--- config.mk ---
export PLATFORM = sky130hd
export DESIGN_NAME = apb_master_bridge
export DESIGN_NICKNAME = d
export VERILOG_FILES = /design/src/rtl/apb_master_bridge.sv
export SDC_FILE = /design/constraint.sdc
export NUM_CORES = 1
export LEC_CHECK = 0
export ABC_AREA = 1
export CAP_MARGIN = 20
export CORE_ASPECT_RATIO = 0.7
export CORE_MARGIN = 1
export CORE_UTILIZATION = 41
export CTS_CLUSTER_SIZE = 28
export DETAILED_ROUTE_END_ITERATION = 10
export GPL_ROUTABILITY_DRIVEN = 0
export PLACE_DENSITY = 0.78
export SLEW_MARGIN = 15
export SYNTH_ARGS = -nofsm -noshare
export SYNTH_HDL_FRONTEND = slang
export SYNTH_SLANG_ARGS = --single-unit
--- constraint.sdc ---
create_clock -name pclk -period 2.15 [get_ports pclk]
set_input_delay 0.43 -clock pclk [delete_from_list [all_inputs] [get_ports pclk]]
set_output_delay 0.43 -clock pclk [all_outputs]
set_load 0.01 [all_outputs]
--- src/rtl/apb_master_bridge.sv ---
// -----------------------------------------------------------------------------
// apb_master_bridge
//
// Purpose:
//    Single-slave APB master. Accepts one command at a time on a valid/ready
//    command channel, runs it as an APB SETUP + ACCESS transfer, and returns
//    the result on a valid/ready response channel. A bounded wait-state
//    counter aborts a transfer whose slave never raises pready, so the
//    requester always gets a response.
//
// Parameters:
//    ADDR_W   - width of cmd_addr / paddr
//    DATA_W   - width of cmd_wdata / rsp_rdata / pwdata / prdata
//    TIMEOUT  - ACCESS cycles allowed without pready before aborting (>= 1)
//
// Ports:
//    pclk, preset              - clock, asynchronous active-high reset
//    cmd_valid / cmd_ready     - command handshake
//    cmd_write, cmd_addr,
//    cmd_wdata                 - command payload (wdata ignored on reads)
//    rsp_valid / rsp_ready     - response handshake
//    rsp_rdata, rsp_err        - read data (0 on writes/timeouts), timeout flag
//    psel, penable, pwrite,
//    paddr, pwdata             - APB request signals (all registered)
//    pready, prdata            - APB completion and read data from the slave
// -----------------------------------------------------------------------------
module apb_master_bridge #(
   parameter int ADDR_W  = 16,
   parameter int DATA_W  = 16,
   parameter int TIMEOUT = 16
) (
   input  logic              pclk,
   input  logic              preset,

   input  logic              cmd_valid,
   output logic              cmd_ready,
   input  logic              cmd_write,
   input  logic [ADDR_W-1:0] cmd_addr,
   input  logic [DATA_W-1:0] cmd_wdata,

   output logic              rsp_valid,
   input  logic              rsp_ready,
   output logic [DATA_W-1:0] rsp_rdata,
   output logic              rsp_err,

   output logic              psel,
   output logic              penable,
   output logic              pwrite,
   output logic [ADDR_W-1:0] paddr,
   output logic [DATA_W-1:0] pwdata,
   input  logic              pready,
   input  logic [DATA_W-1:0] prdata
);

   // Counter is wide enough to hold TIMEOUT; it only ever counts up to
   // TIMEOUT-1, so it can never wrap.
   localparam int               CNT_W    = $clog2(TIMEOUT + 1);
   localparam logic [CNT_W-1:0] CNT_LAST = CNT_W'(TIMEOUT - 1);
   localparam logic [CNT_W-1:0] CNT_ONE  = CNT_W'(1);

   typedef enum logic [1:0] {
      IDLE   = 2'd0,
      SETUP  = 2'd1,
      ACCESS = 2'd2,
      RESP   = 2'd3
   } state_t;

   state_t              state_q, state_d;

   logic [CNT_W-1:0]    wait_cnt_q, wait_cnt_d;

   logic                psel_q, psel_d;
   logic                penable_q, penable_d;
   logic                rsp_valid_q, rsp_valid_d;

   logic                pwrite_q, pwrite_d;
   logic [ADDR_W-1:0]   paddr_q, paddr_d;
   logic [DATA_W-1:0]   pwdata_q, pwdata_d;

   logic [DATA_W-1:0]   rsp_rdata_q, rsp_rdata_d;
   logic                rsp_err_q, rsp_err_d;

   // Abort condition: slave still stalling on the last allowed ACCESS cycle.
   logic                timeout_hit;
   assign timeout_hit = !pready && (wait_cnt_q == CNT_LAST);

   // ---------------------------------------------------------------------------
   // State register plus the registered control outputs. The control outputs
   // are computed from the next state so that they line up with the state
   // they describe and come out of a flop rather than a state decode.
   // ---------------------------------------------------------------------------
   always_ff @(posedge pclk or posedge preset) begin
      if (preset) begin
         state_q     <= IDLE;
         psel_q      <= 1'b0;
         penable_q   <= 1'b0;
         rsp_valid_q <= 1'b0;
      end else begin
         state_q     <= state_d;
         psel_q      <= psel_d;
         penable_q   <= penable_d;
         rsp_valid_q <= rsp_valid_d;
      end
   end

   // ---------------------------------------------------------------------------
   // Next-state logic. pready is only looked at in ACCESS; if it arrives on
   // the timeout cycle the transfer completes normally.
   // ---------------------------------------------------------------------------
   always_comb begin
      state_d = state_q;
      case (state_q)
         IDLE: begin
            if (cmd_valid) begin
               state_d = SETUP;
            end
         end
         SETUP: begin
            state_d = ACCESS;
         end
         ACCESS: begin
            if (pready || timeout_hit) begin
               state_d = RESP;
            end
         end
         RESP: begin
            if (rsp_ready) begin
               state_d = IDLE;
            end
         end
         default: begin
            state_d = IDLE;
         end
      endcase
   end

   // ---------------------------------------------------------------------------
   // Output logic: APB phase signals and response valid for the state being
   // entered, so that their flops match the state register every cycle.
   // ---------------------------------------------------------------------------
   always_comb begin
      psel_d      = 1'b0;
      penable_d   = 1'b0;
      rsp_valid_d = 1'b0;
      case (state_d)
         SETUP: begin
            psel_d = 1'b1;
         end
         ACCESS: begin
            psel_d    = 1'b1;
            penable_d = 1'b1;
         end
         RESP: begin
            rsp_valid_d = 1'b1;
         end
         default: begin
         end
      endcase
   end

   // ---------------------------------------------------------------------------
   // Datapath: request capture, wait counter and response latch. The request
   // registers only load in IDLE, so they hold through the whole transfer and
   // keep their last value afterwards. The response registers only load when
   // ACCESS ends, so they stay stable under response back-pressure.
   // ---------------------------------------------------------------------------
   always_comb begin
      pwrite_d    = pwrite_q;
      paddr_d     = paddr_q;
      pwdata_d    = pwdata_q;
      wait_cnt_d  = wait_cnt_q;
      rsp_rdata_d = rsp_rdata_q;
      rsp_err_d   = rsp_err_q;
      case (state_q)
         IDLE: begin
            if (cmd_valid) begin
               pwrite_d = cmd_write;
               paddr_d  = cmd_addr;
               pwdata_d = cmd_wdata;
            end
         end
         SETUP: begin
            wait_cnt_d = '0;
         end
         ACCESS: begin
            if (pready) begin
               rsp_rdata_d = pwrite_q ? '0 : prdata;
               rsp_err_d   = 1'b0;
            end else if (timeout_hit) begin
               rsp_rdata_d = '0;
               rsp_err_d   = 1'b1;
            end else begin
               wait_cnt_d = wait_cnt_q + CNT_ONE;
            end
         end
         default: begin
         end
      endcase
   end

   // ---------------------------------------------------------------------------
   // Datapath registers.
   // ---------------------------------------------------------------------------
   always_ff @(posedge pclk or posedge preset) begin
      if (preset) begin
         pwrite_q    <= 1'b0;
         paddr_q     <= '0;
         pwdata_q    <= '0;
         wait_cnt_q  <= '0;
         rsp_rdata_q <= '0;
         rsp_err_q   <= 1'b0;
      end else begin
         pwrite_q    <= pwrite_d;
         paddr_q     <= paddr_d;
         pwdata_q    <= pwdata_d;
         wait_cnt_q  <= wait_cnt_d;
         rsp_rdata_q <= rsp_rdata_d;
         rsp_err_q   <= rsp_err_d;
      end
   end

   // Command channel is open exactly when no transfer is outstanding.
   assign cmd_ready = (state_q == IDLE);

   assign psel      = psel_q;
   assign penable   = penable_q;
   assign rsp_valid = rsp_valid_q;
   assign pwrite    = pwrite_q;
   assign paddr     = paddr_q;
   assign pwdata    = pwdata_q;
   assign rsp_rdata = rsp_rdata_q;
   assign rsp_err   = rsp_err_q;

endmodule

Yosys cells after proc, flatten, opt, wreduce, memory -nomap -nowiden
Cells that the tools add are included.
{ "op_classes": {"add_sub_neg": 1, "n_mul": 0, "div": 0, "n_lt_le_gt_ge": 0, "n_eq_ne": 9, "shift": 0, "muxes": 15, "n_bitwise": 0, "reduce_logical": 10} }
{ "ops": {"columns": ["cell", "count"], "rows": [
  ["16-bit 2-to-1 mux", 3],
  ["5-bit 2-to-1 mux", 2],
  ["5-bit one-hot mux with 2 select lines", 1],
  ["2-bit equality test (second input constant)", 4],
  ["2-bit one-hot mux with 4 select lines", 1],
  ["2-bit 2-to-1 mux", 3],
  ["5-bit by 1-bit adder with 5-bit output (second input constant)", 1],
  ["5-bit by 4-bit equality test with 1-bit output (second input constant)", 1],
  ["1-bit 2-to-1 mux", 5],
  ["2-bit by 1-bit equality test with 1-bit output (second input constant)", 2],
  ["2-bit != test (second input constant)", 2],
  ["2-bit AND reduction", 2],
  ["2-bit nonzero test", 2],
  ["3-bit AND reduction", 1],
  ["2-bit zero test", 1],
  ["2-bit OR reduction", 1],
  ["1-bit logical AND", 1],
  ["1-bit zero test", 1],
  ["1-bit logical OR", 1]
]} }
{ "word_totals": {"regBits": 60, "latchBits": 0, "ramBits": 0, "mem_bits_ro": 0, "memories": 0} }

Longest topological paths before layout
Gate-level depths: netlist of the first run.
{ "depth": {"depth_word": 8, "ltp_mapped": 9, "ltp_nobuf": 9} }

Worst setup path after synthesis of the first run
Ideal clock, no wire load.
{ "synth_path": {"kind": "register to register", "from": "reg wait_cnt_q[0]", "to": "reg rsp_valid_q, in the netlist rsp_valid", "arrival_ps": 1654, "t_required_ps": 2029, "slack_ps": 374, "path_stages_with_launch": 9, "cell_sequence": "dfrtp_1 -> ha_1 -> and3_1 -> ha_1 -> nor2_1 -> nor2_2 -> nor3_1 -> inv_1 -> ha_1"} }
{ "synth_between": {"elab_chain_len": 7} }
{ "synth_rtl": {"columns": ["element", "line_no", "source"], "rows": [
  ["start, declared", "70", "logic [CNT_W-1:0] wait_cnt_q, wait_cnt_d;"],
  ["start signal, assigned", "216", "wait_cnt_q <= wait_cnt_d;"],
  ["5-bit by 4-bit equality test with 1-bit output", "85", "assign timeout_hit = !pready && (wait_cnt_q == CNT_LAST);"],
  ["1-bit logical AND", "85", null],
  ["1-bit logical OR", "122", "if (pready || timeout_hit) begin"],
  ["2-bit 2-to-1 mux", "122", null],
  ["2-bit one-hot mux with 4 select lines", "112", "case (state_q)"],
  ["named net state_d[0]", "68", "state_t state_q, state_d;"],
  ["2-bit equality test", "145", "case (state_d)"],
  ["1-bit 2-to-1 mux", "145", null],
  ["named net rsp_valid_d", "74", "logic rsp_valid_q, rsp_valid_d;"],
  ["end signal, assigned", "102", "rsp_valid_q <= rsp_valid_d;"],
  ["end, declared", "74", null]
]} }
The timed path passes the listed nets, and every way through them passes these cells.
A chain may end at the register's enable or synchronous reset.

Final worst setup path of the first run
{ "layout_path": {"from": "reg state_q[0]", "to": "out cmd_ready"} }
{ "layout_between": {"elab_chain_len": 1} }
{ "layout_rtl": {"columns": ["element", "line_no", "source"], "rows": [
  ["start, declared", "68", null],
  ["start signal, assigned", "99", "state_q <= state_d;"],
  ["2-bit zero test", "223", "assign cmd_ready = (state_q == IDLE);"],
  ["end, declared", "36", "output logic cmd_ready,"]
]} }
No other way between the ends.

==> metrics.yaml, run 1 <==
nets: 436
fraction_of_power_consumed_by_sequential_logic: 0.379
syn-cell-area_sq_mm: 0.002415
detailed_place_hpwl_um: 3927
top_level_ports: 108
drc_errors: 0
drt_wl_total_um: 5548
critPathKind: "flop to primary output"
power_frac_comb: 0.440
synth.yosys.seq_area_share: 0.6218
area.sequential_sq_mm: 0.001501
synth_adder_area_share: 0.02073
antenna_violations_before_repair: 0
yosysWarningCount: 0
finalSetupViolations: 0
timing_hold_violations_final: 0
holdCritPathClass: "input pin to async pin"
drive_gt1_frac: 0.07833
count_of_unique_library_cells_instantiated_by_yosys: 21
dr.pass1.iters: 4
die-area_sq_mm: 0.006206
dieWidth_um: 93.73
start_util: 0.4431
critical_path_arrival_ns: 1.48
wire_per_inst_um: 12.19
clockPowerShare: 0.181
p_sw_frac: 0.3414
post_synth_xor_area_fraction: 0.003627
synth_top_family_by_area: "simple AND/OR/NAND/NOR gates"
vdd_ir_drop_max_uv: 716.9
clock_tree.htree_level_count: 3
post_synth.cell_area_avg_sq_um: 9.147
grtUsageTotal: 0.2017
total_of_cells_resized_after_clock_tree_synthesis: 0
post_cts_hold_buffer_count: 0
leakage_component_of_the_power_uw: 0.001855
num_rows: 22
status: "complete, no violations"
clock_insertion_delay_worst_skew_ns: 0.33
required_ns: 1.72
maxUsedRoutingLayer: "met4"
cts.clk_slew.worst_paths_ns: 0.07
port_buffer_count: 107
cp_startpoint_kind: "flop"
share_of_synthesized_area_spent_on_multiplexers: 0
first_pass_grt_wire_length_um: 9384
vias_in_the_first_global_route: 1998
max_freq_mhz: 523.1
final_cell_mix: "124 x nand2_1, 107 x clkdlybuf4s50_1, 60 x dfrtp_1"
max_cap_violations: 0
holdWs_ns: 0.4664
layout.cells.most_common: "nand2_1"
cts.repair_timing.setup_buffer_count: 0
clockBufferDepth: 2
vias_per_cell: 4.413
wl_met1_um: 2591
cts_root_buf: "clkbuf_8"
multi_input_area_sq_um: 732.0
switchingPower_uw: 1738
end_kind: "primary output"
synth_simple_gate_area_frac: 0.2275
layout-area-overhead-vs-synth_pct: 54.87
detailroute.via_count: 2008
timing.clock.skew_ns: 0.007102
slew_at_the_pin_closest_to_its_max_slew_limit_ns: 0.5107
routed_wire_length_on_met2_um: 2502
synth-compound-area-share: 0.05130
die_h_um: 66.21
pwr_density_cell_mw_per_mm2: 1361
mappedNetlistNets: 322
global_route.overflow_total: 0
cts_sinks: 60
slew_violations: 0
antenna_cells: 0
maximum_number_of_pins_on_one_net_before_global_route_repair: 33
layout_worst_path_cycle_share: 0.8892
internal_power_uw: 3352
post_synth_inst_count: 264
rsz0062_at_grt: "no"
ys_ff_latch: 60
setup-tns-final_ns: 0
num-fill-cells: 432
wl_met3_um: 413
initial_drc_count: 122
max-slew-margin-rel: 0.6590
floorplan.core_area_sq_mm: 0.005450
period_minus_slack_ns: 1.912
postRouteAntennaNets: 0
numCtsBuffers: 9
cts_tree: "built"
worst-path-max-fanout: 5
cells by family after synthesis:
family | after synthesis
compound gates | 22
flops | 60
fa+ha+maj | 4
xor+xnor | 1
simple gates | 140
buf+inv | 37
flip-flops by register name, indices dropped and copies added (netlist names):
name and count:
paddr 16, penable 1, psel 1, pwdata 16
pwrite 1, rsp_err 1, rsp_rdata 16, rsp_valid 1
state_q 2, wait_cnt_q 5
through the flow:
| stage | power (uW) | setup slack [ns] | cell area (sq um) | std cells | utilization |
|---|---|---|---|---|---|
| after CTS | 5168 | 0.2075 | 3740 | 455 | 0.6862 |
| after global routing | 5503 | 0.1193 | 3740 | 455 | 0.6862 |
| final | 5090 | 0.2382 | 3740 | 455 | 0.6862 |
| after floorplan | 2967 | 0.2353 | 2415 | 264 | - |
| after global placement | 4142 | 0.3120 | 3551 | 439 | 0.6515 |
| after detailed placement | 4209 | 0.2446 | 3551 | 439 | 0.6515 |
synth_stat cells:
| master | count | area [sq um] |
|---|---|---|
| nand2_1 | 124 | 465.5 |
| dfrtp_1 | 60 | 1501 |
| inv_1 | 27 | 101.4 |
| o21ai_1 | 8 | 40.04 |
| o21ai_0 | 7 | 35.03 |
| nor2_1 | 6 | 22.52 |
| buf_6 | 4 | 45.04 |
| ha_1 | 4 | 50.05 |
| buf_2 | 3 | 15.01 |
| nand3_1 | 3 | 15.01 |
| nor2_2 | 3 | 18.77 |
| o21ai_2 | 3 | 26.28 |
| a21oi_1 | 2 | 10.01 |
| inv_4 | 2 | 12.51 |
| o22ai_1 | 2 | 12.51 |
| and3_1 | 1 | 6.260 |
| buf_4 | 1 | 7.510 |
| nand2_2 | 1 | 6.260 |
| nand3_2 | 1 | 10.01 |
| nor3_1 | 1 | 5.000 |
| xnor2_1 | 1 | 8.760 |
worst paths after layout:
kind,from,to,slack [ns],cells past startpoint
setup reg to reg,wait_cnt_q[0]$_DFFE_PP0P_,rsp_valid$_DFF_PP0_,0.25,8
setup / recovery,state_q[0]$_DFF_PP0_,cmd_ready,0.24,2
min in group pclk,pwdata[10]$_DFFE_PP0P_,pwdata[10]$_DFFE_PP0P_,0.48,2
hold reg to reg,pwdata[10]$_DFFE_PP0P_,pwdata[10]$_DFFE_PP0P_,0.48,2
hold / removal,preset,paddr[5]$_DFFE_PP0P_,0.47,2
max in group asynchronous,preset,pwdata[2]$_DFFE_PP0P_,1.14,3
worst max-delay path, cell delays in order, from the launching register on:
cell	delay (ns)
dfrtp_1	0.44
nor2_2	0.15
clkdlybuf4s50_1	0.56
layout make-up:
cell class / instances / share of cell area
Clock buffer: 13 / 0.04517
Timing Repair Buffer: 111 / 0.2978
Clock inverter: 3 / 0.005353
Inverter: 29 / 0.03044
Sequential cell: 60 / 0.4015
Tap cell: 72 / 0.02409
Multi-Input combinational cell: 167 / 0.1957
power by group through the flow:
stage / sequential [uW] / combinational [uW] / clock [uW]
final: 1930 / 2240 / 920
after global routing: 2000 / 2490 / 1010
after CTS: 1930 / 2280 / 956
after detailed placement: 1940 / 2270 / 0
after global placement: 1920 / 2220 / 0
after floorplan: 2150 / 818 / 0
layer usage:
layer  GRT usage  up-vias
met2      0.3157       63
met3     0.07126        5
met4     0.06923        0
met5           0        -
met1      0.2604      912
li1            -     1028
(Power assumes the default switching activity.)
==> run 2, diff against run 1 <==
Settings changed: SLEW_MARGIN 15 to 20.
==> results of run 2 <==
Same layout as run 1: the final DEF is identical, and so are final timing and power.
==> run 3, diff against run 2 <==
Settings changed: CAP_MARGIN 20 to not set, CTS_BUF_LIST set to sky130_fd_sc_hd__clkbuf_4 sky130_fd_sc_hd__clkbuf_8 sky130_fd_sc_hd__clkbuf_16.
==> run 3 against run 2 <==
Effect of this change:
- critical path depth unchanged
- hold slack about the same
- setup slack about the same
- sequential cell count unchanged
- largest cell class unchanged
- cell count unchanged
- sequential power about the same
- die area unchanged
- combinational power about the same
- register-to-register slack about the same
- clock power up 2%
- sequential share of layout area about the same
- critical path type unchanged
- via count down 0.30%
==> metrics.yaml, run 3 (synthesized netlist as in run 1, its figures left out) <==
drt_wl_total_um: 5533  # -0.27%
final_cell_mix: "124 x nand2_1, 107 x clkdlybuf4s50_1, 60 x dfrtp_1"
vias_in_the_first_global_route: 2003  # +0.25%
port_buffer_count: 107  # unchanged
first_pass_grt_wire_length_um: 9397  # +0.14%
holdCritPathClass: "input pin to async pin"
nets: 436  # unchanged
wire_per_inst_um: 12.16  # -0.27%
critPathKind: "flop to primary output"
multi_input_area_sq_um: 732.0  # unchanged
cp_top_family: "buffers and inverters"
dr.pass1.iters: 4  # unchanged
start_util: 0.4431  # unchanged
maximum_number_of_pins_on_one_net_before_global_route_repair: 33  # unchanged
top_level_ports: 108  # unchanged
vdd_ir_drop_max_uv: 717.0  # about the same
timing_hold_violations_final: 0  # unchanged
end_kind: "primary output"
layout.cells.most_common: "nand2_1"
period_minus_slack_ns: 1.912  # +0.0003320 ns
cts_sinks: 60  # unchanged
postRouteAntennaNets: 0  # unchanged
leakage_component_of_the_power_uw: 0.001859  # +0.18%
numCtsBuffers: 9  # unchanged
layout_worst_path_cycle_share: 0.8894  # about the same
max-slew-margin-rel: 0.6590  # about the same
worst-path-max-fanout: 5  # unchanged
detailed_place_hpwl_um: 3927  # unchanged
pwr_density_cell_mw_per_mm2: 1363  # +0.14%
post_cts_hold_buffer_count: 0  # unchanged
cp-startpoint: "state_q[0]$_DFF_PP0_"
cts.clk_slew.worst_paths_ns: 0.07  # about the same
cts.repair_timing.setup_buffer_count: 0  # unchanged
slew_at_the_pin_closest_to_its_max_slew_limit_ns: 0.5107  # +0.00001025 ns
global_route.overflow_total: 0  # unchanged
drc_errors: 0  # unchanged
num-fill-cells: 432  # unchanged
num_rows: 22  # unchanged
grtUsageTotal: 0.2019  # +0.0002537
drive_gt1_frac: 0.08094  # +0.002611
critical_path_arrival_ns: 1.48  # about the same
worst_r2r_startpoint: "wait_cnt_q[0]$_DFFE_PP0P_"
timing.critical_path.buf_inv: 1  # unchanged
timing.clock.skew_ns: 0.007239  # +0.0001372 ns
clock_tree.htree_level_count: 3  # unchanged
cts_tree: "built"
max_cap_violations: 0  # unchanged
floorplan.core_area_sq_mm: 0.005450  # unchanged
antenna_cells: 0  # unchanged
total_of_cells_resized_after_clock_tree_synthesis: 0  # unchanged
detailroute.via_count: 2002  # -0.30%
dieWidth_um: 93.73  # unchanged
max_freq_mhz: 523.0  # about the same
post-route-util: 0.6869  # +0.0006890
finalSetupViolations: 0  # unchanged
antenna_violations_before_repair: 0  # unchanged
area.sequential_sq_mm: 0.001501  # unchanged
path_cells: "nor2_2, clkdlybuf4s50_1"
clock_insertion_delay_worst_skew_ns: 0.33  # about the same
clockBufferDepth: 2  # unchanged
vias_per_cell: 4.400  # -0.30%
die-area_sq_mm: 0.006206  # unchanged
cts_root_buf: "clkbuf_8"
rsz0062_at_grt: "no"
setup-tns-final_ns: 0  # unchanged
status: "complete, no violations"
layout-area-overhead-vs-synth_pct: 55.03
cp_startpoint_kind: "flop"
timing.critical_path.slowest_cell_delay_ns: 0.56  # about the same
required_ns: 1.72  # about the same
initial_drc_count: 122  # unchanged
slew_violations: 0  # unchanged
die_h_um: 66.21  # unchanged
timing.critical_path.slowest_stage_cell: "clkdlybuf4s50_1"
-- run 3: changes by cell type in the layout (fill, tap and decap cells not counted) --
cell / change
clkbuf_1: -1
clkbuf_4: +1
-- run 3: path summary, 6_finish.rpt --
kind                                          end  slack (ns)  cells past startpoint
setup / recovery                        cmd_ready        0.24                      2
hold / removal               paddr[5]$_DFFE_PP0P_        0.47                      2
setup reg to reg              rsp_valid$_DFF_PP0_        0.25                      8
hold reg to reg            pwdata[10]$_DFFE_PP0P_        0.48                      2
max in group asynchronous   pwdata[2]$_DFFE_PP0P_        1.14                      3
min in group pclk          pwdata[10]$_DFFE_PP0P_        0.48                      2
-- run 3: area by class of cell --
type | instances | share of cell area
sequential | 60 | 0.4011
clock inverter | 3 | 0.005348
tap | 72 | 0.02406
multi-input combinational | 167 | 0.1955
timing repair buffer | 111 | 0.2975
clock buffer | 13 | 0.04612
inverter | 29 | 0.03041
-- run 3: metrics by stage --
step | power, uW | instance area, sq um | hold slack, ns | setup WS (ns) | instances
floorplan | 2967 | 2415 | 0.4704 | 0.2353 | 264
global placement | 4142 | 3551 | 0.4618 | 0.3120 | 439
detailed placement | 4209 | 3551 | 0.4641 | 0.2446 | 439
CTS | 5180 | 3744 | 0.4644 | 0.2075 | 455
global route | 5516 | 3744 | 0.4873 | 0.1193 | 455
finish | 5102 | 3744 | 0.4667 | 0.2379 | 455
-- run 3: per-layer routing --
metal | vias up | global-route usage | wire, um
met5 | - | 0 | 0
met4 | 0 | 0.06923 | 40
met3 | 5 | 0.07126 | 442
met2 | 64 | 0.3166 | 2487
met1 | 905 | 0.2604 | 2562
li1 | 1028 | - | -
-- run 3: report_power, final --
| part | total, uW | internal [uW] | switching, uW |
|---|---|---|---|
| Combinational | 2240 | 1200 | 1040 |
| Sequential | 1930 | 1650 | 284 |
| Clock | 934 | 523 | 411 |
